**src/rtl/alu_exec_unit_if.sv**
```systemverilog
// Request/response bundle between the core sequencer and the execute-stage ALU.
// master = sequencer side, slave = ALU side.
interface alu_exec_unit_if #(
    parameter int XLEN = 32
);
    logic            in_valid;
    logic            in_ready;
    logic [3:0]      alu_control;
    logic [XLEN-1:0] op_a;
    logic [XLEN-1:0] op_b;
    logic            out_valid;
    logic            out_ready;
    logic [XLEN-1:0] result;
    logic            zero;
    logic            busy;

    modport master (
        output in_valid, alu_control, op_a, op_b, out_ready,
        input  in_ready, out_valid, result, zero, busy
    );

    modport slave (
        input  in_valid, alu_control, op_a, op_b, out_ready,
        output in_ready, out_valid, result, zero, busy
    );
endinterface

```
**src/rtl/alu_exec_unit.sv**
```systemverilog
// Execute-stage ALU: single-cycle arithmetic/logic ops, bit-serial SLL/SRL,
// result and zero flag returned through a valid/ready handshake.
module alu_exec_unit #(
    parameter int XLEN    = 32,
    parameter int SHAMT_W = 5
) (
    input  logic             clk,
    input  logic             rst,
    alu_exec_unit_if.slave   bus
);
    localparam logic [3:0] OP_ADD = 4'b0000;
    localparam logic [3:0] OP_SUB = 4'b0001;
    localparam logic [3:0] OP_AND = 4'b0010;
    localparam logic [3:0] OP_OR  = 4'b0011;
    localparam logic [3:0] OP_XOR = 4'b0100;
    localparam logic [3:0] OP_SLL = 4'b0101;
    localparam logic [3:0] OP_SRL = 4'b0110;

    typedef enum logic [1:0] {
        S_IDLE  = 2'd0,
        S_SHIFT = 2'd1,
        S_DONE  = 2'd2
    } state_t;

    state_t               state_q, state_d;
    logic [XLEN-1:0]      result_q, result_d;
    logic                 zero_q, zero_d;
    logic [XLEN-1:0]      shreg_q, shreg_d;
    logic [SHAMT_W-1:0]   count_q, count_d;
    logic                 left_q, left_d;

    logic                 accept;
    logic                 is_shift;
    logic [SHAMT_W-1:0]   shamt;
    logic [XLEN-1:0]      shifted;
    logic [XLEN-1:0]      single_res;

    // Single-cycle ops; shift codes only reach here with a zero shift amount.
    function automatic logic [XLEN-1:0] alu_single(
        input logic [3:0]      ctrl,
        input logic [XLEN-1:0] a,
        input logic [XLEN-1:0] b
    );
        logic [XLEN-1:0] r;
        case (ctrl)
            OP_ADD:         r = a + b;
            OP_SUB:         r = a - b;
            OP_AND:         r = a & b;
            OP_OR:          r = a | b;
            OP_XOR:         r = a ^ b;
            OP_SLL, OP_SRL: r = a;
            default:        r = b;
        endcase
        return r;
    endfunction

    assign accept     = bus.in_valid && (state_q == S_IDLE);
    assign is_shift   = (bus.alu_control == OP_SLL) || (bus.alu_control == OP_SRL);
    assign shamt      = bus.op_b[SHAMT_W-1:0];
    assign shifted    = left_q ? (shreg_q << 1) : (shreg_q >> 1);
    assign single_res = alu_single(bus.alu_control, bus.op_a, bus.op_b);

    always_comb begin
        state_d  = state_q;
        result_d = result_q;
        zero_d   = zero_q;
        shreg_d  = shreg_q;
        count_d  = count_q;
        left_d   = left_q;
        case (state_q)
            S_IDLE: begin
                if (accept) begin
                    if (is_shift && (shamt != '0)) begin
                        shreg_d = bus.op_a;
                        count_d = shamt;
                        left_d  = (bus.alu_control == OP_SLL);
                        state_d = S_SHIFT;
                    end else begin
                        result_d = single_res;
                        zero_d   = (single_res == '0);
                        state_d  = S_DONE;
                    end
                end
            end
            S_SHIFT: begin
                shreg_d = shifted;
                count_d = count_q - SHAMT_W'(1);
                if (count_q == SHAMT_W'(1)) begin
                    result_d = shifted;
                    zero_d   = (shifted == '0);
                    state_d  = S_DONE;
                end
            end
            S_DONE: begin
                if (bus.out_ready) begin
                    state_d = S_IDLE;
                end
            end
            default: state_d = S_IDLE;
        endcase
    end

    always_ff @(posedge clk or posedge rst) begin
        if (rst) begin
            state_q  <= S_IDLE;
            result_q <= '0;
            zero_q   <= 1'b0;
            shreg_q  <= '0;
            count_q  <= '0;
            left_q   <= 1'b0;
        end else begin
            state_q  <= state_d;
            result_q <= result_d;
            zero_q   <= zero_d;
            shreg_q  <= shreg_d;
            count_q  <= count_d;
            left_q   <= left_d;
        end
    end

    assign bus.in_ready  = (state_q == S_IDLE);
    assign bus.out_valid = (state_q == S_DONE);
    assign bus.busy      = (state_q != S_IDLE);
    assign bus.result    = result_q;
    assign bus.zero      = zero_q;
endmodule

```
**src/flat_wrapper.sv**
```systemverilog
// flat-port wrapper written by rule: the top's interface ports become plain ports
module alu_exec_unit_flat 
#(
    parameter int XLEN    = 32,
    parameter int SHAMT_W = 5
)
  (clk, rst, bus_in_valid, bus_alu_control, bus_op_a, bus_op_b, bus_out_ready, bus_in_ready, bus_out_valid, bus_result, bus_zero, bus_busy);
  alu_exec_unit_if #(.XLEN(XLEN)) bus_i ();
  input  logic clk;
  input  logic rst;
  input wire logic [$bits(bus_i.in_valid)-1:0] bus_in_valid;
  input wire logic [$bits(bus_i.alu_control)-1:0] bus_alu_control;
  input wire logic [$bits(bus_i.op_a)-1:0] bus_op_a;
  input wire logic [$bits(bus_i.op_b)-1:0] bus_op_b;
  input wire logic [$bits(bus_i.out_ready)-1:0] bus_out_ready;
  output wire logic [$bits(bus_i.in_ready)-1:0] bus_in_ready;
  output wire logic [$bits(bus_i.out_valid)-1:0] bus_out_valid;
  output wire logic [$bits(bus_i.result)-1:0] bus_result;
  output wire logic [$bits(bus_i.zero)-1:0] bus_zero;
  output wire logic [$bits(bus_i.busy)-1:0] bus_busy;
  assign bus_i.in_valid = bus_in_valid;
  assign bus_i.alu_control = bus_alu_control;
  assign bus_i.op_a = bus_op_a;
  assign bus_i.op_b = bus_op_b;
  assign bus_i.out_ready = bus_out_ready;
  assign bus_in_ready = bus_i.in_ready;
  assign bus_out_valid = bus_i.out_valid;
  assign bus_result = bus_i.result;
  assign bus_zero = bus_i.zero;
  assign bus_busy = bus_i.busy;
  alu_exec_unit #(.XLEN(XLEN), .SHAMT_W(SHAMT_W)) u_core (.clk(clk), .rst(rst), .bus(bus_i));
endmodule
```
**config.mk**
```make
export PLATFORM = sky130hd
export DESIGN_NAME = alu_exec_unit_flat
export DESIGN_NICKNAME = d
export VERILOG_FILES = /design/src/rtl/alu_exec_unit_if.sv /design/src/rtl/alu_exec_unit.sv /design/src/flat_wrapper.sv
export SDC_FILE = /design/constraint.sdc
export NUM_CORES = 1
export LEC_CHECK = 0
export CAP_MARGIN = 15
export CORE_MARGIN = 3
export CORE_UTILIZATION = 60
export CTS_BUF_LIST = sky130_fd_sc_hd__clkbuf_2 sky130_fd_sc_hd__clkbuf_4 sky130_fd_sc_hd__clkbuf_8
export CTS_CLUSTER_SIZE = 20
export DETAILED_ROUTE_END_ITERATION = 6
export GPL_ROUTABILITY_DRIVEN = 0
export HOLD_SLACK_MARGIN = 0.02
export MAX_ROUTING_LAYER = met4
export PLACE_DENSITY = 0.91
export SYNTH_ARGS = -nofsm -noshare
export SYNTH_HDL_FRONTEND = slang
export SYNTH_SLANG_ARGS = --single-unit
```
**constraint.sdc**
```tcl
create_clock -name clk -period 8.13 [get_ports clk]
set_input_delay 2.439 -clock clk [delete_from_list [all_inputs] [get_ports clk]]
set_output_delay 2.439 -clock clk [all_outputs]
set_load 0.05 [all_outputs]
```
### Word level (Yosys, flattened, before mapping)

Cells that the tools add are included.
Widths: inputs -> output; s select.

| storage, ports and cells | value |
|---|---|
| flip-flop bits (word level) | 73 |
| input bits | 72 |
| output and inout port bits | 36 |
| word-level logic and storage cells | 62 |

| cells by class | value |
|---|---|
| add/subtract/negate cells | 3 |
| equal/unequal tests | 14 |
| multiplexer cells | 21 |
| bitwise logic cells | 3 |
| reductions and logical operators | 15 |

Operators with widths:

| kind | number |
|---|---|
| $mux 32 | 6 |
| $pmux 32 s6 | 1 |
| $pmux 32 s2 | 2 |
| $logic_not 32->1 | 2 |
| $add 32x32->32 | 1 |
| $and 32x32->32 | 1 |
| $or 32x32->32 | 1 |
| $sub 32x32->32 | 1 |
| $xor 32x32->32 | 1 |
| $eq 4x3->1 const B | 3 |
| $mux 5 | 2 |
| $pmux 5 s2 | 1 |
| $reduce_and 3->1 | 3 |
| $eq 4x2->1 const B | 2 |
| $mux 2 | 4 |
| $ne 2x1->1 const B | 3 |
| $pmux 2 s3 | 1 |
| $eq 5x1->1 const B | 1 |
| $reduce_bool 5->1 | 1 |
| $sub 5x1->5 const B | 1 |
| $eq 4x1->1 const B | 1 |
| $logic_not 4->1 | 1 |
| $ne 2x2->1 const B | 2 |
| $reduce_and 4->1 | 1 |
| 9 further kinds | 13 |

### Logic depth before layout (Yosys ltp)

Gate-level depths: netlist (run 1).

| depth | value |
|---|---|
| depth after elaboration | 7 |
| gate-level depth with buffers | 21 |
| gate-level depth less buffers | 19 |

### Worst setup path before layout (run 1)

Ideal clock, no wire load.

| path | value |
|---|---|
| path kind | input to register |
| start | input bus_alu_control[2] |
| end | register u_core.zero_q (netlist: u_core.bus.zero) |
| setup time | 104 ps |
| arrival | 6,606 ps |
| required time | 8,026 ps |
| setup slack | 1,421 ps |
| cell stages on the path | 18 |
| buffers on the path | 4 |
| cells stage by stage | buf_6 buf_2 buf_1 nor3_1 clkbuf_1 nor2_1 xnor2_1 ha_1 nand2b_1 a21oi_1 nor3_1 o32a_1 or4_1 or4_1 nor4_1 and4bb_1 nand4b_1 o41ai_2 |

| between the ends | value |
|---|---|
| longest elaborated chain between the ends | 7 |
| elaborated cells between the ends (all ways) | 17 |
| classes of those cells | eq/ne (7); mux (4); reduce/logical (6) |

RTL lines:

| element | line | source |
|---|---|---|
| start: declaration | flat_wrapper.sv:12 | `input wire logic [$bits(bus_i.alu_control)-1:0] bus_alu_control;` |
| $eq 4x3->1 | alu_exec_unit.sv:45, alu_exec_unit.sv:58 |  |
| $reduce_or 2->1 | alu_exec_unit.sv:45 | `case (ctrl)` |
| $pmux 32 s6 | alu_exec_unit.sv:45 |  |
| $logic_not 32->1 | alu_exec_unit.sv:80 | `zero_d = (single_res == '0);` |
| $mux 1 | alu_exec_unit.sv:73 | `if (is_shift && (shamt != '0)) begin` |
| $mux 1 | alu_exec_unit.sv:72 | `if (accept) begin` |
| $pmux 1 s2 | alu_exec_unit.sv:70 | `case (state_q)` |
| end signal: assignment | alu_exec_unit.sv:114 | `zero_q <= zero_d;` |
| end: declaration | alu_exec_unit.sv:27 | `logic zero_q, zero_d;` |

Parallel ways exist; a longest one is shown, timed or not. The select of a mux whose other input is x is not followed.
A chain may end at the register's enable or synchronous reset.

### Final worst setup path (run 1)

| path | value |
|---|---|
| start | input bus_op_b[8] |
| end | register u_core.zero_q (netlist: u_core.bus.zero) |

| between the ends | value |
|---|---|
| longest elaborated chain between the ends | 6 |
| elaborated cells between the ends (all ways) | 10 |
| classes of those cells | add/sub (2); mux (4); bitwise (3); reduce/logical (1) |

RTL lines:

| element | line | source |
|---|---|---|
| start: declaration | flat_wrapper.sv:14 | `input wire logic [$bits(bus_i.op_b)-1:0] bus_op_b;` |
| $sub 32x32->32 (tied with other cells) | alu_exec_unit.sv:47 | `OP_SUB: r = a - b;` |
| $pmux 32 s6 * | alu_exec_unit.sv:45 |  |
| $logic_not 32->1 * | alu_exec_unit.sv:80 |  |
| $mux 1 * | alu_exec_unit.sv:73 |  |
| $mux 1 * | alu_exec_unit.sv:72 |  |
| $pmux 1 s2 * | alu_exec_unit.sv:70 |  |

Mark *: on every way between the ends. The rest lies on a longest branch, timed or not. The select of a mux whose other input is x is not followed.

==> results of run 1 <==
## layout make-up
type                            instances  area (µm²)
Clock buffer                           14       180.2
Multi-Input combinational cell        928        6215
Tap cell                              180       225.2
Timing Repair Buffer                  125        1201
Clock inverter                          2       35.03
Sequential cell                        73        1827
Fill cell                            1069        3944
Inverter                               82       307.8
## per-stage QoR
step           instance area (µm²)  std cells  power (µW)  utilization [%]  setup slack, ns
4_1_cts                       9991       1404        2248            71.70           0.8233
3_3_place_gp                  9776       1388        1899            70.15           0.6300
2_1_floorplan                 8606       1151        1514                -            1.421
6_report                      9991       1404        2270            71.70           0.7061
3_5_place_dp                  9776       1388        1942            70.15           0.4528
5_1_grt                       9991       1404        2404            71.70           0.3624
## layout by cell type, fill, tap and decap left out, types with 15 or more instances in the layout
cell type / instances
ha_1: 99
o21ai_0: 153
nor2_1: 61
buf_4: 18
xor2_1: 15
mux2i_1: 36
xnor2_1: 40
nor3_1: 21
a21oi_1: 89
a22oi_1: 16
a31oi_1: 16
inv_1: 81
nand2_1: 146
clkdlybuf4s50_1: 106
dfrtp_1: 73
a221oi_1: 15
## routing by layer
layer / routed length (µm) / part of all wire (%) / vias up
met3: 3698 / 13 / 125
met2: 11810 / 42 / 684
met4: 1160 / 4.2 / 0
met5: 0 / 0 / -
met1: 11150 / 40 / 4304
li1: - / - / 4302
## flip-flops by register name, summed over array words and instances (netlist names)
register,cells
u_core.left_q,1
u_core.state_q,2
u_core.shreg_q,32
u_core.bus.result,32
u_core.count_q,5
u_core.bus.zero,1
## worst paths after layout
check | start | to | slack, ns | depth (start not counted)
max | bus_op_b[8] | u_core.bus.zero | 0.71 | 18
min | u_core.bus.result[18] | u_core.bus.result[18] | 0.48 | 1
max reg2reg | u_core.state_q[1] | u_core.bus.zero | 4.64 | 11
min reg2reg | u_core.bus.result[18] | u_core.bus.result[18] | 0.48 | 1
max in group asynchronous | rst | u_core.count_q[4] | 4.88 | 3
min in group asynchronous | rst | u_core.bus.result[24] | 2.68 | 3
## power by group
| part | internal, µW | total [µW] | switching, µW |
|---|---|---|---|
| sequential | 525 | 672 | 147 |
| clock | 173 | 301 | 128 |
| combinational | 462 | 1300 | 834 |
| total | 1160 | 2270 | 1110 |
## cell families (layout without fill, tap and decap cells)
| group | count (synthesis) | after routing | share of synthesized area, % |
|---|---|---|---|
| compound gates | 399 | 399 | 28.63 |
| mux | 36 | 36 | 4.187 |
| buf+inv | 150 | 223 | 7.022 |
| fa+ha+maj | 100 | 100 | 14.63 |
| simple gates | 338 | 338 | 18.71 |
| flops | 73 | 73 | 21.23 |
| xor+xnor | 55 | 55 | 5.598 |
## cells in the mapped netlist (14+ instances only)
master    number
a221oi_1      15
inv_1         82
buf_1         14
xnor2_1       40
xor2_1        15
dfrtp_1       73
nor2b_1       14
nor2_1        61
nand2_1      146
o21ai_0      153
nor3_1        23
a21oi_1       89
clkbuf_1      43
a22oi_1       16
mux2i_1       36
a31oi_1       16
ha_1          99
==> flow_summary.yaml, run 1 <==
outcome:
  outcome: "finished, final reports clean"
timing:
  finalCritPeriodShare_pct: 91.31
  tightest_slew_ns: 1.168
  rsz0062_at_grt: "false"
  setup_viol: 0
  skew_ns: 0.01114
  fmax_mhz: 134.7
  fin_hold_ws_ns: 0.4762
  slew_headroom_pct: 21.97
  min_period_ns: 7.424
  finalHoldViolations: 0
  slew_viol_final: 0
  setup_tns_ns: 0
floorplanning:
  rows: 43
  start_util_pct: 61.76
  die_w_um: 125.8
  pin_count: 108
  die_y_um: 125.8
  coreArea_um2: 13930
  die_area_um2: 15820
pwr:
  leakage_uw: 0.004324
  power_density_nw_per_um2: 227.2
  ir_drop_uv: 127.1
synth:
  async_reset_ff_share_pct: 100.0
  ys_ff_latch: 73
  syn-num-nets: 1323
  synth.avg_cell_area_um2: 7.477
  synth_top_flop_cell: "dfrtp_1"
  synth_edf_count: 0
  synth_cell_types: 72
  synthesis.area_um2: 8606
  synth.area.top_cells: "dfrtp_1 21%, ha_1 14%, o21ai_0 8.9%"
  synth_cells: 1151
  synth_top_area_share_pct: 21.23
  seq_area_frac_synth_pct: 21.23
  synth_top_area_cell: "dfrtp_1"
  yosys_warnings: 0
global_routing:
  grt_start_max_net_pins: 76
  grt_busiest_layer: "met2"
  grt.met2_usage_pct: 51.64
  grt_first_pass_wirelength_mm: 44.22
  first_global_vias: 8511
  met3_usage_pct: 7.549
  grtUsageMet1_pct: 47.79
  grt_overflow: 0
  antenna_found_initial: 0
  gr-usage-all-layers_pct: 35.21
critical_path:
  cp-end-kind: "register"
  critPathMaxFanout: 7
  slowest_stage: "or4_1"
  worstPathCellList: "clkdlybuf4s50_1, or4_1, or4_1, nor4_1, nand2_1, o41ai_1, xnor2_1, ha_1, a21oi_1, o21ai_0, nor4_1, nor4_1, a211oi_1, a31oi_1, xnor2_1, o21ai_1, or2_2, o41ai_2"
  critPathLaunchType: "input pin"
  cpMostUsedCell: "nor4_1"
  worstPathArrival_ns: 7.68
  critical_path_buf_inv_count: 1
  cp_data_required_time_ns: 8.39
  worst-setup-path-type: "input pin to register"
  slowest_delay_ns: 0.62
  crit_family: "simple AND/OR/NAND/NOR gates"
clocking:
  cts_tree: "built"
  clock-sinks: 73
  cts_buffer_depth: 2
  post_cts_resized: 0
  htree_levels: 3
  cts_root_buffer: "clkbuf_8"
  cts_buffers: 9
  postCtsSetupBuffers: 0
  postCtsHoldBufs: 0
  clk_pin_slew_ns: 0.07
  clock_latency_ns: 0.36
job:
  drv_cap: 0
detailed_routing:
  drt-pass1-iter-count: 6
  wl_per_cell_um: 19.81
  drt_iter0_drc: 1401
  drc: 0
  final_antenna_net_count: 0
  drt-total-wl_mm: 27.82
  vias: 9415
  viasPerCell: 6.706
min_path:
  min_path_type: "register to register"
layout:
  areaGrowthSynthToFinish_pct: 16.09
  antennaDiodeCount: 0
  final_nets: 1391
  drive_above_1_share_pct: 4.412
place:
  hpwl_mm: 20.80
  port_buffers: 107
Power figures use the tool's default switching activity.
==> inputs of run 2 (changes only) <==
CAP_MARGIN = 20   (was 15)
clock period = 9.33 ns   (was 8.13 ns; I/O delays follow)
==> run 2 against run 1 <==
  * Clock skew is 0.0014 ns lower
  * Clock power fell by 17%
  * Critical endpoint unchanged
  * Global-route usage decreased by 1.5 points
==> flow_summary.yaml, run 2 (synthesis gave the netlist of run 1 again) <==
place:
  dp.cells: 1386
  place_ws_ns: 1.268
  hpwl_mm: 20.19
  port_buffers: 107
timing:
  finalCritPeriodShare_pct: 83.76
  worst_slack_ns: 1.515
  setup_viol: 0
  fmax_mhz: 128.0
  tightest_slew_ns: 1.040
  setup_tns_ns: 0
  slew_headroom_pct: 30.54
  min_period_ns: 7.815
  skew_ns: 0.009717
  slew_viol_final: 0
  finalHoldViolations: 0
  rsz0062_at_grt: "false"
layout:
  final_core_util_pct: 71.47
  drive_above_1_share_pct: 4.177
  antennaDiodeCount: 0
  most-common-layout-cells: "153 x o21ai_0, 146 x nand2_1, 106 x clkdlybuf4s50_1, 99 x ha_1, 89 x a21oi_1"
  final_nets: 1389
  final-seq-area_um2: 1827
  layout_commonest_cell: "o21ai_0"
  layout.cells.non_filler: 1401
  multi_input_area_um2: 6215
  areaGrowthSynthToFinish_pct: 15.73
  n_fill_cell: 1114
critical_path:
  cp-end-kind: "register"
  critPathMaxFanout: 6
  worst-setup-path-type: "input pin to register"
  worstPathArrival_ns: 8.08
  critPathLaunchType: "input pin"
  cp_data_required_time_ns: 9.59
  worstRegToRegCells: 11
clocking:
  clock-sinks: 73
  postCtsHoldBufs: 0
  cts_buffers: 9
  clk_pin_slew_ns: 0.07
  cts_tree: "built"
  cts_buffer_depth: 2
  postCtsSetupBuffers: 0
  htree_levels: 3
  post_cts_resized: 0
  clock_latency_ns: 0.36
  cts_root_buffer: "clkbuf_8"
detailed_routing:
  drt-total-wl_mm: 26.87
  vias: 9252
  final_antenna_net_count: 0
  drt_iter0_drc: 1279
  drc: 0
  wl_per_cell_um: 19.18
  drt-pass1-iter-count: 6
  viasPerCell: 6.604
floorplanning:
  die_area_um2: 15820
  start_util_pct: 61.76
  coreArea_um2: 13930
  die_y_um: 125.8
  die_w_um: 125.8
  pin_count: 108
  rows: 43
pwr:
  switching_share_pct: 48.89
  p_int_uw: 998.5
  total_power_uw: 1954
  p_seq_share_pct: 29.9
  ir_drop_uv: 114.4
  power_density_nw_per_um2: 196.2
  p_clk_share_pct: 12.8
  leakage_uw: 0.004307
  p_comb_share_pct: 57.3
  p_sw_uw: 955.2
job:
  drv_cap: 0
min_path:
  min_path_type: "register to register"
  hold_depth: 2
global_routing:
  first_global_vias: 8311
  grt_first_pass_wirelength_mm: 42.45
  gr-usage-all-layers_pct: 33.74
  grt_start_max_net_pins: 76
  antenna_found_initial: 0
  grt_overflow: 0
outcome:
  outcome: "finished, final reports clean"
## run 2: path summary, 6_finish.rpt
path | startpoint | endpoint | slack (ns)
worst max register to register | u_core.state_q[1] | u_core.bus.zero | 5.86
worst min register to register | u_core.bus.result[13] | u_core.bus.result[13] | 0.48
max in group asynchronous | rst | u_core.bus.result[2] | 5.71
min in group asynchronous | rst | u_core.shreg_q[25] | 3.04
worst max-delay path | bus_op_b[8] | u_core.bus.zero | 1.52
worst min-delay path | u_core.bus.result[13] | u_core.bus.result[13] | 0.48
## run 2: power groups by stage
stage	Clock [µW]	Sequential [µW]	Combinational, µW
after floorplan	0	773	545
after global placement	0	578	1080
after detailed placement	0	584	1100
after CTS	256	579	1110
after global routing	268	603	1200
final	250	585	1120
## run 2: layout make-up
| class | count | share of cell area [%] |
|---|---|---|
| repair buffers | 123 | 11.91 |
| inverters | 82 | 3.090 |
| clock buffers | 12 | 1.595 |
| clock inverters | 3 | 0.4020 |
| multi-input cells | 928 | 62.40 |
| well taps | 180 | 2.261 |
| flip-flops and latches | 73 | 18.34 |
## run 2: through the flow
step / area [µm²] / hold WS (ns)
after CTS: 9960 / 0.4856
after global routing: 9960 / 0.5090
final: 9960 / 0.4810
after detailed placement: 9761 / 0.4699
after floorplan: 8606 / 0.4492
after global placement: 9761 / 0.4594
## run 2: worst max-delay path: stages
cell and delay, ns:
clkdlybuf4s50_1 0.46, or4_1 0.62, or4_1 0.50, or3_1 0.36, nor4_1 0.70, a21oi_1 0.19
xnor2_1 0.17, ha_1 0.36, nand2_1 0.10, o21ai_0 0.10, nor4_1 0.27, nor4_1 0.12
a211oi_1 0.31, a31oi_1 0.15, xnor2_1 0.18, o21ai_1 0.10, or2_2 0.32, o41ai_2 0.26
## run 2: per-layer routing
metal	wire, µm	global-route usage [%]	vias up
met3	3786	6.743	113
met1	10680	46.39	4181
met2	11390	49.37	667
met4	1011	12.74	0
met5	0	-	-
li1	-	-	4291
==> inputs of run 3 (changes only) <==
CORE_UTILIZATION = 53   (was 60)
PLACE_DENSITY = 0.86   (was 0.91)
clock period = 6.7 ns   (was 9.33 ns; I/O delays follow)
==> run 3 against run 2 <==
  * The flow now finishes with violations (DRC)
  * Via count is 4.2% higher
  * Worst hold slack improved by 0.0016 ns
  * Die area is 13% higher
  * Sequential power is 40% higher
  * Flip-flop and latch count unchanged
  * Cell count increased by 6.2%
  * Clock-buffer cell count shrank 2
  * Non-clock buffer count rose by 55
  * Register-to-register slack worse by 2.8 ns
  * Global-route usage fell by 1.4 points
  * Sequential share of layout area down 0.99 points
  * Clock power up 68%
  * Critical endpoint unchanged
  * Highest routed layer unchanged
==> flow_summary.yaml, run 3 (synthesis gave the netlist of run 1 again) <==
pwr:
  total_power_uw: 2863
  power_density_nw_per_um2: 271.9
  ir_drop_uv: 262.6
  leakage_uw: 0.004617
clocking:
  cts_root_buffer: "clkbuf_8"
  post_cts_resized: 0
  cts_buffers: 9
  cts_buffer_depth: 2
  cts_tree: "built"
  clk_pin_slew_ns: 0.08
  clock_latency_ns: 0.35
  htree_levels: 3
  clock-sinks: 73
  postCtsHoldBufs: 0
  postCtsSetupBuffers: 0
critical_path:
  worst-setup-path-type: "input pin to register"
  slowest_delay_ns: 0.56
  cp_data_required_time_ns: 6.96
  worstPathArrival_ns: 6.70
  crit_family: "simple AND/OR/NAND/NOR gates"
  cp-end-kind: "register"
  critPathLaunchType: "input pin"
  slowest_stage: "or4_4"
  worstPathCellList: "clkdlybuf4s50_1, or4_4, or4_4, nor4_2, buf_4, nand2_1, nor2_2, nor2_1, xnor2_1, ha_1, nand2_1, o21ai_0, nor4_2, nor4_1, a211oi_1, a31oi_1, xnor2_1, o21ai_1, or2_2, o41ai_2"
  critical_path_buf_inv_count: 2
  critPathMaxFanout: 7
global_routing:
  gr-usage-all-layers_pct: 32.30
  grt_first_pass_wirelength_mm: 45.68
  antenna_found_initial: 0
  grt_start_max_net_pins: 76
  grt_overflow: 0
  first_global_vias: 8858
floorplanning:
  rows: 45
  die_y_um: 133.4
  die_area_um2: 17800
  pin_count: 108
  die_w_um: 133.4
  coreArea_um2: 15540
  start_util_pct: 55.38
detailed_routing:
  vias: 9636
  wl_per_cell_um: 19.46
  drt-total-wl_mm: 28.95
  final_antenna_net_count: 0
  drt_iter0_drc: 1522
  drt-pass1-iter-count: 7
  viasPerCell: 6.476
  drc: 2
timing:
  finalCritPeriodShare_pct: 96.14
  finalHoldViolations: 0
  setup_viol: 0
  tightest_slew_ns: 1.100
  skew_ns: 0.01004
  min_period_ns: 6.442
  fin_hold_ws_ns: 0.4826
  fmax_mhz: 155.2
  slew_viol_final: 0
  slew_headroom_pct: 26.53
layout:
  layout_commonest_cell: "o21ai_0"
  n_fill_cell: 1295
  areaGrowthSynthToFinish_pct: 22.32
  final_nets: 1444
  drive_above_1_share_pct: 9.397
  most-common-layout-cells: "152 x o21ai_0, 146 x nand2_1, 106 x clkdlybuf4s50_1, 99 x ha_1, 87 x a21oi_1"
  antennaDiodeCount: 0
job:
  drv_cap: 0
outcome:
  outcome: "finished, violations left"
  violations: "DRC"
place:
  hpwl_mm: 22.14
  port_buffers: 107
min_path:
  min_path_type: "register to register"
## run 3: worst paths after layout
check / startpoint / end / slack, ns / cells past startpoint
worst min register to register: u_core.bus.result[16] / u_core.bus.result[16] / 0.48 / 2
min in group asynchronous: rst / u_core.shreg_q[22] / 2.26 / 3
worst min-delay path: u_core.bus.result[16] / u_core.bus.result[16] / 0.48 / 2
max in group asynchronous: rst / u_core.count_q[3] / 3.87 / 3
worst max-delay path: bus_op_b[8] / u_core.bus.zero / 0.26 / 20
worst max register to register: u_core.state_q[1] / u_core.bus.zero / 3.07 / 11
## run 3: layer usage
metal | vias to the layer above | GRT usage (%) | part of all wire [%]
met5 | - | - | 0
met4 | 0 | 13.09 | 3.8
met3 | 109 | 6.647 | 13
met2 | 654 | 47.69 | 43
met1 | 4473 | 43.38 | 40
li1 | 4400 | - | -
## run 3: per-stage QoR
stage | area (µm²) | utilization [%] | std cells | setup TNS (ns) | setup slack (ns)
floorplan | 8606 | - | 1151 | 0 | 0.4199
global placement | 10210 | 65.72 | 1472 | -0.05339 | -0.05339
detailed placement | 10210 | 65.72 | 1472 | -0.8539 | -0.2625
CTS | 10460 | 67.28 | 1488 | 0 | 0.09558
global route | 10530 | 67.74 | 1488 | -0.01047 | -0.01047
finish | 10530 | 67.74 | 1488 | 0 | 0.2583
## run 3: power by group
part | internal, µW | switching [µW] | total, µW
Clock | 256 | 164 | 420
Sequential | 637 | 179 | 817
Combinational | 599 | 1030 | 1630
## run 3: cell type report
class | count | area, µm² | area share, %
clock buffer | 10 | 137.6 | 1.308
clock inverter | 6 | 105.1 | 0.9985
inverter | 82 | 307.8 | 2.924
multi-input combinational | 928 | 6286 | 59.72
sequential | 73 | 1827 | 17.35
tap | 211 | 264.0 | 2.508
timing repair buffer | 178 | 1599 | 15.19
## run 3: worst register-to-register path, delay by kind of cell (launching register included)
kind,cells,cell delay (ns)
compound gates,3,0.88
flops,1,0.48
simple gates,7,1.80
buf+inv,1,0.37
